[config.mk]
export PLATFORM = sky130hd
export DESIGN_NAME = branch_resolve_unit
export DESIGN_NICKNAME = d
export VERILOG_FILES = /design/src/rtl/branch_resolve_unit.sv
export SDC_FILE = /design/constraint.sdc
export NUM_CORES = 1
export LEC_CHECK = 0
export BUFFER_PORTS_ARGS = -buffer_cell sky130_fd_sc_hd__buf_4
export CORE_MARGIN = 10
export CORE_UTILIZATION = 53
export DETAILED_ROUTE_END_ITERATION = 6
export GPL_TIMING_DRIVEN = 0
export MAX_ROUTING_LAYER = met4
export PLACE_DENSITY = 0.82
export SYNTH_ARGS = -nofsm -noshare
export SYNTH_HDL_FRONTEND = slang
export SYNTH_SLANG_ARGS = --single-unit
[constraint.sdc]
create_clock -name Clk -period 3.9 [get_ports Clk]
set_clock_uncertainty 0.15 [all_clocks]
set_input_delay 0.585 -clock Clk [delete_from_list [all_inputs] [get_ports Clk]]
set_output_delay 0.585 -clock Clk [all_outputs]
set_load 0.01 [all_outputs]
[src/rtl/branch_resolve_unit.sv]
// Branch resolution unit: decodes and resolves one branch per cycle, raises a mispredict
// flush, stalls intake for the flush window, and keeps a 2-bit direction predictor.
module branch_resolve_unit #(
   parameter int unsigned DATA_W    = 32,
   parameter int unsigned PC_W      = 32,
   parameter int unsigned BHT_DEPTH = 16,
   parameter int unsigned FLUSH_CYC = 2
) (
   input  logic              Clk,
   input  logic              Rst,
   input  logic              InValid,
   output logic              InReady,
   input  logic [3:0]        Op,
   input  logic [5:0]        Funct,
   input  logic [4:0]        RtSel,
   input  logic [DATA_W-1:0] A,
   input  logic [DATA_W-1:0] B,
   input  logic [PC_W-1:0]   PC,
   input  logic [15:0]       Imm,
   input  logic [25:0]       JIdx,
   input  logic              PredTaken,
   output logic              OutValid,
   output logic              Taken,
   output logic [PC_W-1:0]   Target,
   output logic [PC_W-1:0]   Link,
   output logic              LinkWr,
   output logic              Flush,
   output logic [PC_W-1:0]   FlushPC,
   input  logic [PC_W-1:0]   FetchPC,
   output logic              PredOut
);

   localparam int unsigned IDX_W = $clog2(BHT_DEPTH);
   localparam int unsigned CNT_W = $clog2(FLUSH_CYC) + 1;

   typedef enum logic {S_RUN = 1'b0, S_DRAIN = 1'b1} state_e;

   state_e              state_q, state_d;
   logic [CNT_W-1:0]    cnt_q, cnt_d;
   logic                in_ready_q, in_ready_d;
   logic                out_valid_q, out_valid_d;
   logic                taken_q, taken_d;
   logic [PC_W-1:0]     target_q, target_d;
   logic [PC_W-1:0]     link_q, link_d;
   logic                link_wr_q, link_wr_d;
   logic                flush_q, flush_d;
   logic [PC_W-1:0]     flush_pc_q, flush_pc_d;
   logic                upd_valid_q, upd_valid_d;
   logic [IDX_W-1:0]    upd_idx_q, upd_idx_d;
   logic                upd_taken_q, upd_taken_d;
   logic [1:0]          bht_q [BHT_DEPTH];
   logic [1:0]          bht_d [BHT_DEPTH];

   logic                is_cond_c, is_jmp_c, is_jreg_c, br_taken_c, link_en_c, mispred_c;
   logic                a_neg_c, a_zero_c, a_eq_b_c, accept_c;
   logic [PC_W-1:0]     pc4_c, br_off_c, tgt_c;
   logic                unused_c;

   assign accept_c = InValid & in_ready_q;

   // Branch class decode, direction, target and mispredict detection
   always_comb begin
      is_cond_c  = 1'b0;
      is_jmp_c   = 1'b0;
      is_jreg_c  = 1'b0;
      br_taken_c = 1'b0;
      link_en_c  = 1'b0;
      a_neg_c    = A[DATA_W-1];
      a_zero_c   = (A == '0);
      a_eq_b_c   = (A == B);
      case (Op)
         4'd0: begin
            if (Funct == 6'b001000) begin
               is_jreg_c = 1'b1;
            end else if (Funct == 6'b001001) begin
               is_jreg_c = 1'b1;
               link_en_c = 1'b1;
            end
         end
         4'd1: begin is_cond_c = 1'b1; br_taken_c = a_eq_b_c; end
         4'd2: begin is_cond_c = 1'b1; br_taken_c = ~a_eq_b_c; end
         4'd3: is_jmp_c = 1'b1;
         4'd4: begin
            is_cond_c  = 1'b1;
            br_taken_c = RtSel[0] ? ~a_neg_c : a_neg_c;
            link_en_c  = RtSel[4];
         end
         4'd5: begin is_cond_c = 1'b1; br_taken_c = ~a_neg_c & ~a_zero_c; end
         4'd6: begin is_cond_c = 1'b1; br_taken_c = a_neg_c | a_zero_c; end
         4'd7: begin is_jmp_c = 1'b1; link_en_c = 1'b1; end
         default: ;
      endcase
      if (is_jmp_c || is_jreg_c) br_taken_c = 1'b1;

      pc4_c    = PC + PC_W'(4);
      br_off_c = {{(PC_W-18){Imm[15]}}, Imm, 2'b00};
      tgt_c    = pc4_c;
      if (is_cond_c) begin
         tgt_c = pc4_c + br_off_c;
      end else if (is_jmp_c) begin
         tgt_c[27:0] = {JIdx, 2'b00};
      end else if (is_jreg_c) begin
         tgt_c = PC_W'(A);
      end

      if (is_cond_c)      mispred_c = (br_taken_c != PredTaken);
      else if (is_jmp_c)  mispred_c = ~PredTaken;
      else                mispred_c = is_jreg_c;
   end

   // Next-state: result capture, predictor update, intake FSM
   always_comb begin
      state_d     = state_q;
      cnt_d       = cnt_q;
      in_ready_d  = in_ready_q;
      out_valid_d = 1'b0;
      taken_d     = taken_q;
      target_d    = target_q;
      link_d      = link_q;
      link_wr_d   = link_wr_q;
      flush_d     = 1'b0;
      flush_pc_d  = flush_pc_q;
      upd_valid_d = 1'b0;
      upd_idx_d   = upd_idx_q;
      upd_taken_d = upd_taken_q;
      bht_d       = bht_q;

      // Counter update lands at the end of the result cycle so lookups see the old value
      if (upd_valid_q) begin
         if (upd_taken_q) begin
            if (bht_q[upd_idx_q] != 2'b11) bht_d[upd_idx_q] = bht_q[upd_idx_q] + 2'd1;
         end else begin
            if (bht_q[upd_idx_q] != 2'b00) bht_d[upd_idx_q] = bht_q[upd_idx_q] - 2'd1;
         end
      end

      if (accept_c) begin
         out_valid_d = 1'b1;
         taken_d     = br_taken_c;
         target_d    = tgt_c;
         link_d      = pc4_c;
         link_wr_d   = link_en_c;
         flush_d     = mispred_c;
         flush_pc_d  = br_taken_c ? tgt_c : pc4_c;
         upd_valid_d = is_cond_c;
         upd_idx_d   = PC[IDX_W+1:2];
         upd_taken_d = br_taken_c;
      end

      case (state_q)
         S_RUN: begin
            in_ready_d = 1'b1;
            if (accept_c && mispred_c) begin
               state_d    = S_DRAIN;
               cnt_d      = CNT_W'(FLUSH_CYC - 1);
               in_ready_d = 1'b0;
            end
         end
         S_DRAIN: begin
            in_ready_d = 1'b0;
            if (cnt_q == '0) begin
               state_d    = S_RUN;
               in_ready_d = 1'b1;
            end else begin
               cnt_d = cnt_q - CNT_W'(1);
            end
         end
         default: state_d = S_RUN;
      endcase
   end

   always_ff @(posedge Clk or negedge Rst) begin
      if (!Rst) begin
         state_q     <= S_RUN;
         cnt_q       <= '0;
         in_ready_q  <= 1'b0;
         out_valid_q <= 1'b0;
         taken_q     <= 1'b0;
         target_q    <= '0;
         link_q      <= '0;
         link_wr_q   <= 1'b0;
         flush_q     <= 1'b0;
         flush_pc_q  <= '0;
         upd_valid_q <= 1'b0;
         upd_idx_q   <= '0;
         upd_taken_q <= 1'b0;
         for (int i = 0; i < BHT_DEPTH; i++) bht_q[i] <= 2'b01;
      end else begin
         state_q     <= state_d;
         cnt_q       <= cnt_d;
         in_ready_q  <= in_ready_d;
         out_valid_q <= out_valid_d;
         taken_q     <= taken_d;
         target_q    <= target_d;
         link_q      <= link_d;
         link_wr_q   <= link_wr_d;
         flush_q     <= flush_d;
         flush_pc_q  <= flush_pc_d;
         upd_valid_q <= upd_valid_d;
         upd_idx_q   <= upd_idx_d;
         upd_taken_q <= upd_taken_d;
         bht_q       <= bht_d;
      end
   end

   assign InReady  = in_ready_q;
   assign OutValid = out_valid_q;
   assign Taken    = taken_q;
   assign Target   = target_q;
   assign Link     = link_q;
   assign LinkWr   = link_wr_q;
   assign Flush    = flush_q;
   assign FlushPC  = flush_pc_q;
   assign PredOut  = bht_q[FetchPC[IDX_W+1:2]][1];

   assign unused_c = ^{FetchPC[PC_W-1:IDX_W+2], FetchPC[1:0], RtSel[3:1]};

endmodule

# Word-level counts from Yosys, hierarchy flattened
# Cells that the tools add are included.
[totals] regBits=141 in_bits=189 word_cells=115
[classes] addsub=5 order_cmp=3 n_eq_ne=15 n_mux=42 bitwise_logic=10 reduce_logical=12
[ops] op="2-to-1 mux 32 bit" count=6
[ops] op="bitwise mux 32 bit" count=2
[ops] op="adder 32 x 3 -> 32 bit (second input constant)" count=1
[ops] op="adder 32 bit" count=1
[ops] op="equality test 32 bit" count=1
[ops] op="zero test 32 bit" count=1
[ops] op="2-to-1 mux 28 bit" count=1
[ops] op="2-to-1 mux 1 bit" count=17
[ops] op="binary-select mux 2 bit (select 4 bit)" count=2
[ops] op="equality test 4 x 3 -> 1 bit (second input constant)" count=4
[ops] op="2-to-1 mux 2 bit" count=7
[ops] op="equality test 6 x 4 -> 1 bit (second input constant)" count=2
[ops] op=">= comparator 5 bit (second input constant)" count=2
[ops] op="inverter 4 -> 5 bit" count=2
[ops] op="demux 2 bit (select 4 bit)" count=1
[ops] op="equality test 4 x 2 -> 1 bit (second input constant)" count=2
[ops] op="!= test 2 bit (second input constant)" count=3
[ops] op="less-than comparator 5 x 1 -> 1 bit (second input constant)" count=1
[ops] op="inverter 1 bit" count=5
[ops] op="case mux 1 bit (5 select lines)" count=1
[ops] op="OR reduction 5 bit" count=1
[ops] op="equality test 4 x 1 -> 1 bit (second input constant)" count=1
[ops] op="zero test 4 bit" count=1
[ops] op="2-to-1 mux 4 bit" count=1
[ops] op="other kinds (16)" count=21

# Longest topological paths before layout
# Gate-level depths: netlist of run 1.
[logic_depth] ltp_word=11 ltp_mapped=17

# Worst setup path after synthesis of run 1
# Ideal clock, no wire load.
[synth_timing] path_type="input to register" startpoint="input PC[5]" endpoint="register flush_pc_q[29] (netlist: FlushPC[29])" setup_ps=132 t_arrival_ps=3574 t_required_ps=3618 slack_ps=43 cell_stages=17 n_path_buf=2 path_cell_list="and4_1 buf_2 nand3_1 nor2_1 nand4_1 xor2_1 inv_1 ha_1 clkbuf_1 and4_1 a21o_1 o41ai_1 nand2_1 o2bb2ai_1 mux2i_1 a211oi_1 o21ai_0"
[synth_between] word_cells_on_any_way=6 cone_classes="add/sub: 2; mux: 4"
[synth_lines] item="start, declared" line_no="18" rtl="input logic [PC_W-1:0] PC,"
[synth_lines] item="adder 32 x 3 -> 32 bit" line_no="95" rtl="pc4_c = PC + PC_W'(4);"
[synth_lines] item="net pc4_c[22]" line_no="56" rtl="logic [PC_W-1:0] pc4_c, br_off_c, tgt_c;"
[synth_lines] item="adder 32 bit" line_no="99" rtl="tgt_c = pc4_c + br_off_c;"
[synth_lines] item="2-to-1 mux 32 bit" line_no="98" rtl="if (is_cond_c) begin"
[synth_lines] item="2-to-1 mux 32 bit" line_no="144" rtl="flush_pc_d = br_taken_c ? tgt_c : pc4_c;"
[synth_lines] item="end signal, assigned" line_no="198" rtl="flush_pc_q <= flush_pc_d;"
[synth_lines] item="end, declared" line_no="47" rtl="logic [PC_W-1:0] flush_pc_q, flush_pc_d;"
# The timed path passes the listed nets, and every way through them passes these cells.
# A chain may end at the register's enable or synchronous reset.

# Worst setup path after layout of run 1
[layout_timing] startpoint="input PC[4]" endpoint="register target_q[29] (netlist: Target[29])"
[layout_between] word_cells_on_any_way=5 cone_classes="add/sub: 2; mux: 3"
[layout_lines] item="adder 32 x 3 -> 32 bit" line_no="95"
[layout_lines] item="net pc4_c[22]" line_no="56"
[layout_lines] item="adder 32 bit" line_no="99"
[layout_lines] item="2-to-1 mux 32 bit" line_no="98"
[layout_lines] item="end signal, assigned" line_no="194" rtl="target_q <= target_d;"
[layout_lines] item="end, declared" line_no="43" rtl="logic [PC_W-1:0] target_q, target_d;"
# The timed path passes the listed nets, and every way through them passes these cells.

==> results of run 1 <==
worst paths after layout:
| path | startpoint | end | slack [ps] |
|---|---|---|---|
| max | PC[4] | Target[29]$_DFFE_PN0P_ | 50 |
| min | PC[0] | Link[0]$_DFFE_PN0P_ | 200 |
| max reg2reg | upd_idx_q[0]$_DFFE_PN0P_ | bht_q[29]$_DFFE_PN0P_ | 160 |
| min reg2reg | Link[25]$_DFFE_PN0P_ | Link[25]$_DFFE_PN0P_ | 330 |
| max in group asynchronous | Rst | asynchronous set/reset pin | 2240 |
| min in group asynchronous | Rst | Link[7]$_DFFE_PN0P_ | 480 |
logic make-up (layout without fill, tap and decap cells):
family	Yosys count	in the layout	share of synthesized area, %
mux	41	41	6.47
compound gates	304	304	21.3
simple gates	366	367	18.0
flops	141	141	37.3
fa+ha+maj	40	40	5.34
xor+xnor	83	83	7.63
buf+inv	94	389	4.06
layout make-up:
cell class	count	share of cell area, %
Sequential cell	141	27.4
Buffer	50	1.77
Clock inverter	13	1.01
Timing Repair Buffer	270	15.9
Tap cell	225	2.17
Multi-Input combinational cell	835	47.2
Inverter	37	1.07
Clock buffer	19	3.42
power by group through the flow:
stage,registers [mW],clock network (mW),logic (mW)
2_1_floorplan,2.56,0,1.52
3_3_place_gp,2.44,0,3.08
3_5_place_dp,2.46,0,3.17
4_1_cts,2.46,1.63,3.20
5_1_grt,2.53,1.70,3.53
6_report,2.48,1.65,3.29
critical path, cell delays in order:
cell       delay, ps
buf_4            130
and4_1           240
buf_6            160
nand3_4          140
nor2_4           130
nand4_1          170
xor2_2           270
inv_1            130
ha_4             270
a21o_1           200
o21ba_2          230
o41ai_4          420
nand2_1          160
o2bb2ai_4        200
mux2i_1          120
a211oi_2         290
o21ai_0          120
per-layer routing:
| metal | track usage [%] | routed length, um | vias to the layer above |
|---|---|---|---|
| li1 | - | - | 4466 |
| met1 | 42.8 | 15600 | 5052 |
| met2 | 53.9 | 19600 | 832 |
| met3 | 7.75 | 5010 | 136 |
| met4 | 11.8 | 1600 | 0 |
| met5 | - | 0 | - |
Yosys cell counts (7+ instances only):
cell | number | area [sq um]
and3_1 | 8 | 50.1
o21ai_0 | 66 | 330
nor3_1 | 15 | 75.1
a211oi_1 | 8 | 60.1
a21oi_1 | 77 | 385
mux2_2 | 19 | 214
clkbuf_1 | 44 | 165
nor4_1 | 15 | 93.8
nor2_1 | 95 | 357
a22oi_1 | 10 | 75.1
and2_1 | 7 | 43.8
nand2_1 | 141 | 529
nand3_1 | 24 | 120
ha_1 | 39 | 488
inv_1 | 37 | 139
o21a_1 | 18 | 135
nand2b_1 | 9 | 56.3
a22o_1 | 8 | 70.1
a221o_1 | 10 | 100
a221oi_1 | 18 | 158
dfrtp_1 | 125 | 3130
o31ai_1 | 9 | 67.6
nand4_1 | 26 | 163
xnor2_1 | 58 | 508
and4_1 | 8 | 70.1
xor2_1 | 25 | 219
mux4_2 | 14 | 315
o22ai_1 | 11 | 68.8
a21o_1 | 17 | 128
dfstp_2 | 16 | 420
repair_timing:
item,CTS,global route
endpoints found under the setup margin,50,36
setup buffers,5,6
cloned,0,1
hold buffers,1,0
endpoints found under the hold margin,40,0
gates resized for setup,38,58
pin swaps,4,18
==> results.sh, run 1 <==
export IMPL_drive_gt1_share_pct=31.9
export IMPL_cap_violations=0
export IMPL_ios=291
export IMPL_grt_pass1_wl_mm=61.9
export IMPL_post_drt_wl_per_cell_um=26.4
export IMPL_start_util_pct=54.5
export IMPL_antenna_found_initial=0
export IMPL_hpwl_mm=31.9
export IMPL_rsz0062_at_grt="yes"
export IMPL_grt_util_all_layers_pct=34.3
export IMPL_drc=0
export IMPL_ys_seq_area_share_pct=37.3
export IMPL_status="complete, no violations"
export IMPL_synth_async_reset_ratio_pct=100
export IMPL_grt_remaining_overflow=0
export IMPL_port_buffers=257
export IMPL_dp_cells=1552
export IMPL_fp_coreArea_sq_um=17500
export IMPL_post_drt_via_cell_ratio=6.59
export IMPL_row_count=48
export IMPL_placed_cell_area_sq_um=11800
export IMPL_die_y_um=154
export IMPL_crit_type="input pin to flop"
export IMPL_power_frac_comb_pct=44.3
export IMPL_startpoint_type="input pin"
export IMPL_finalSetupTns_ps=0
export IMPL_cts_max_path_buffers=2
export IMPL_syn_area_sq_um=9520
export IMPL_num_vias=10500
export IMPL_pwr_share_clk_pct=22.2
export IMPL_synth_cell_types=70
export IMPL_cp_arrival_ps=3990
export IMPL_dr_first_iter_drc_count=1230
export IMPL_cts_root_buf="clkbuf_16"
export IMPL_ys_flop_type="dfrtp_1"
export IMPL_power_mw=7.42
export IMPL_min_path_cells=3
export IMPL_dp_slack_ps=-1300
export IMPL_ys_warn_count=0
export IMPL_drt_wl_total_mm=41.9
export IMPL_synthCells=1069
export IMPL_drt_first_pass_iters=7
export IMPL_dieArea_sq_um=23700
export IMPL_htreeDepth=4
export IMPL_hold_viol_final=0
export IMPL_maxSlewViolCount=0
export IMPL_ys_ff_latch=141
export IMPL_power_switching_mw=2.98
export IMPL_post_route_period_util_pct=98.8
export IMPL_crit_fanout=8
export IMPL_ant_nets=0
export IMPL_tightestPinTransition_ps=899
export IMPL_p_int_mw=4.44
export IMPL_cts_tree="yes"
export IMPL_fillers=1275
export IMPL_final_min_clock_period_ps=3850
export IMPL_grt_pass1_vias=10500
export IMPL_layout_cells_non_filler=1590
export IMPL_avgSynthCellArea_sq_um=8.91
export IMPL_reg2reg_depth=11
export IMPL_regArea_sq_um=3550
export IMPL_seqPwrFrac_pct=33.5
export IMPL_cts_sinks=141
export IMPL_setup_ws_ps=48.0
export IMPL_synth_edf_count=0
export IMPL_final_cell_mix="267 x buf_4, 139 x nand2_1, 123 x dfrtp_1"
export IMPL_synth_nets=1298
export IMPL_fin_util_pct=74.1
export IMPL_grt_max_degree=102
export IMPL_cts_buffers=17
export IMPL_setup_viol=0
export IMPL_cts_clk_slew_worst_paths_ps=70
export IMPL_power_density_nw_per_um2=573
export IMPL_place_gp_congestion=0.982
export IMPL_clock_latency_ps=430
export IMPL_required_ps=4030
export IMPL_final_area_sq_um=13000
export IMPL_multiInputGateArea_sq_um=6120
export IMPL_power_leakage_nw=5.76
export IMPL_fmax_mhz=260
export IMPL_hold_class="input pin to flop"
export IMPL_layout_commonest_cell="buf_4"
export IMPL_relSlewSlack_pct=40.1
export IMPL_die_w_um=154
export IMPL_end_kind="flop"
export IMPL_p_sw_share_pct=40.1
export IMPL_nets=1581
export IMPL_n_antenna_cell=0
export IMPL_hold_slack_ps=204
export IMPL_syn2layout_area_growth_pct=36.1
export IMPL_peakVddDrop_mv=0.549
Power figures use the tool's default switching activity.
==> inputs of run 2 (changes only) <==
--- a/config.mk
+++ b/config.mk
@@ -12,6 +12,7 @@
 export GPL_TIMING_DRIVEN = 0
 export MAX_ROUTING_LAYER = met4
 export PLACE_DENSITY = 0.82
+export SETUP_SLACK_MARGIN = 0.5
 export SYNTH_ARGS = -nofsm -noshare
 export SYNTH_HDL_FRONTEND = slang
 export SYNTH_SLANG_ARGS = --single-unit
==> run 2 against run 1 <==
Compared with the run above:
- cell count up 5.5%
- sequential power increased by 2%
- non-clock buffer count is 84 higher
- critical endpoint unchanged
==> results.sh, run 2 (synthesis gave the netlist of run 1 again) <==
export IMPL_hold_viol_final=0
export IMPL_syn2layout_area_growth_pct=50.0
export IMPL_grt_util_all_layers_pct=38.7
export IMPL_cts_max_path_buffers=2
export IMPL_layout_commonest_cell="buf_4"
export IMPL_drt_first_pass_iters=7
export IMPL_drt_wl_total_mm=51.5
export IMPL_power_density_nw_per_um2=566
export IMPL_cp_slowest_cell="o41ai_4"
export IMPL_pwr_share_clk_pct=19.5
export IMPL_grt_pass1_wl_mm=68.7
export IMPL_cp_top_family="compound AO/OA/AOI/OAI gates"
export IMPL_die_w_um=154
export IMPL_power_frac_comb_pct=49.1
export IMPL_fin_util_pct=81.7
export IMPL_power_switching_mw=3.46
export IMPL_post_route_period_util_pct=97.6
export IMPL_clock_latency_ps=450
export IMPL_row_count=48
export IMPL_drc=0
export IMPL_cp_arrival_ps=3950
export IMPL_dieArea_sq_um=23700
export IMPL_antenna_found_initial=3
export IMPL_fmax_mhz=263
export IMPL_p_int_mw=4.63
export IMPL_place_gp_congestion=1.04
export IMPL_ios=291
export IMPL_grt_pass1_vias=11200
export IMPL_setup_viol=0
export IMPL_grt_use_met1_pct=44.9
export IMPL_fp_coreArea_sq_um=17500
export IMPL_cts_buffers=17
export IMPL_htreeDepth=4
export IMPL_post_drt_via_cell_ratio=7.07
export IMPL_regToRegSetupSlack_ps=430
export IMPL_port_buffers=257
export IMPL_required_ps=4040
export IMPL_cts_sinks=141
export IMPL_die_y_um=154
export IMPL_worstPathCellList="buf_8, and4_4, buf_6, nand3_4, nor2_4, nand4_1, xor2_2, inv_2, ha_4, buf_8, and4_1, a21o_1, o41ai_4, nand2_1, o2bb2ai_4, mux2i_2, a211oi_2, o21ai_1"
export IMPL_peakVddDrop_mv=0.531
export IMPL_grt_max_degree=103
export IMPL_crit_type="input pin to flop"
export IMPL_final_cell_mix="330 x buf_4, 131 x nand2_1, 124 x dfrtp_1"
export IMPL_post_drt_wl_per_cell_um=30.7
export IMPL_hpwl_mm=32.6
export IMPL_grtUsageMet2_pct=59.4
export IMPL_ant_nets=0
export IMPL_tightestPinTransition_ps=1070
export IMPL_finalSetupTns_ps=0
export IMPL_layout_cells_non_filler=1677
export IMPL_path_buf_inv=4
export IMPL_rsz0062_at_grt="yes"
export IMPL_nets=1665
export IMPL_cts_root_buf="clkbuf_16"
export IMPL_hold_class="input pin to flop"
export IMPL_maxSlewViolCount=0
export IMPL_cp_slowest_stage_delay_ps=430
export IMPL_relSlewSlack_pct=28.5
export IMPL_final_min_clock_period_ps=3810
export IMPL_cts_clk_slew_worst_paths_ps=80
export IMPL_seqPwrFrac_pct=31.4
export IMPL_num_vias=11900
export IMPL_start_util_pct=54.5
export IMPL_dp_cells=1552
export IMPL_cap_violations=0
export IMPL_crit_fanout=5
export IMPL_power_leakage_nw=6.34
export IMPL_cpMostUsedCell="buf_8"
export IMPL_dr_first_iter_drc_count=1889
export IMPL_busiest_layer="met2"
export IMPL_cts_tree="yes"
export IMPL_grt_use_met3_pct=12.3
export IMPL_startpoint_type="input pin"
export IMPL_drive_gt1_share_pct=41.7
export IMPL_p_sw_share_pct=42.8
export IMPL_status="complete, no violations"
export IMPL_end_kind="flop"
export IMPL_grt_remaining_overflow=0
run 2: repair_timing:
action | CTS | global route
pin swaps | 57 | 59
gates resized for setup | 138 | 98
setup buffers | 51 | 37
cloned | 1 | 0
hold buffers | 1 | 0
setup endpoints to repair | 69 | 68
hold endpoints to repair | 39 | 0
run 2: path summary, 6_finish.rpt:
path	start	to	cells after the start
worst max-delay path	PC[6]	Target[29]$_DFFE_PN0P_	18
worst min-delay path	PC[0]	Link[0]$_DFFE_PN0P_	3
worst max register to register	upd_idx_q[1]$_DFFE_PN0P_	bht_q[31]$_DFFE_PN0P_	10
worst min register to register	Link[27]$_DFFE_PN0P_	Link[27]$_DFFE_PN0P_	1
max in group asynchronous	Rst	asynchronous set/reset pin	3
min in group asynchronous	Rst	OutValid$_DFF_PN0_	2
run 2: routing by layer:
| layer | vias to the layer above | routed length, um | share of wire [%] |
|---|---|---|---|
| met3 | 389 | 7680 | 15 |
| li1 | 4635 | - | - |
| met4 | 0 | 3990 | 7.8 |
| met2 | 1240 | 22800 | 44 |
| met1 | 5597 | 17100 | 33 |
| met5 | - | 0 | 0 |
run 2: area by class of cell:
class                           instances  area [sq um]
Multi-Input combinational cell        835          6690
Sequential cell                       141          3550
Fill cell                             973          3190
Timing Repair Buffer                  347          2730
Clock buffer                           20           447
Buffer                                 57           354
Tap cell                              225           282
Inverter                               37           139
Clock inverter                         12          87.6
Antenna cell                            3          7.51
run 2: per-stage QoR:
stage | hold slack [ps] | setup slack [ps] | area (sq um) | total power, mW
after floorplan | 139 | 258 | 9660 | 4.10
after detailed placement | 316 | -834 | 11900 | 5.67
after global placement | 311 | -844 | 11900 | 5.55
final | 205 | 92.1 | 14300 | 8.08
after global routing | 212 | 5.93 | 14300 | 8.28
after CTS | 205 | 264 | 13500 | 7.41
run 2: power groups by stage:
stage | combinational [mW] | sequential [mW] | clock (mW)
floorplan | 1.54 | 2.56 | 0
global route | 4.12 | 2.56 | 1.61
CTS | 3.45 | 2.44 | 1.52
finish | 3.96 | 2.54 | 1.58
global placement | 3.12 | 2.43 | 0
detailed placement | 3.21 | 2.46 | 0
run 2: worst reg2reg max path, cell delays in order, from the launching register on:
cell and delay, ps:
dfrtp_2 430, clkbuf_2 370, mux4_2 430, mux4_2 520
ha_2 220, mux2i_4 180, nand2_2 160, buf_4 170
nor3_1 250, nand2_1 180, mux2_2 300
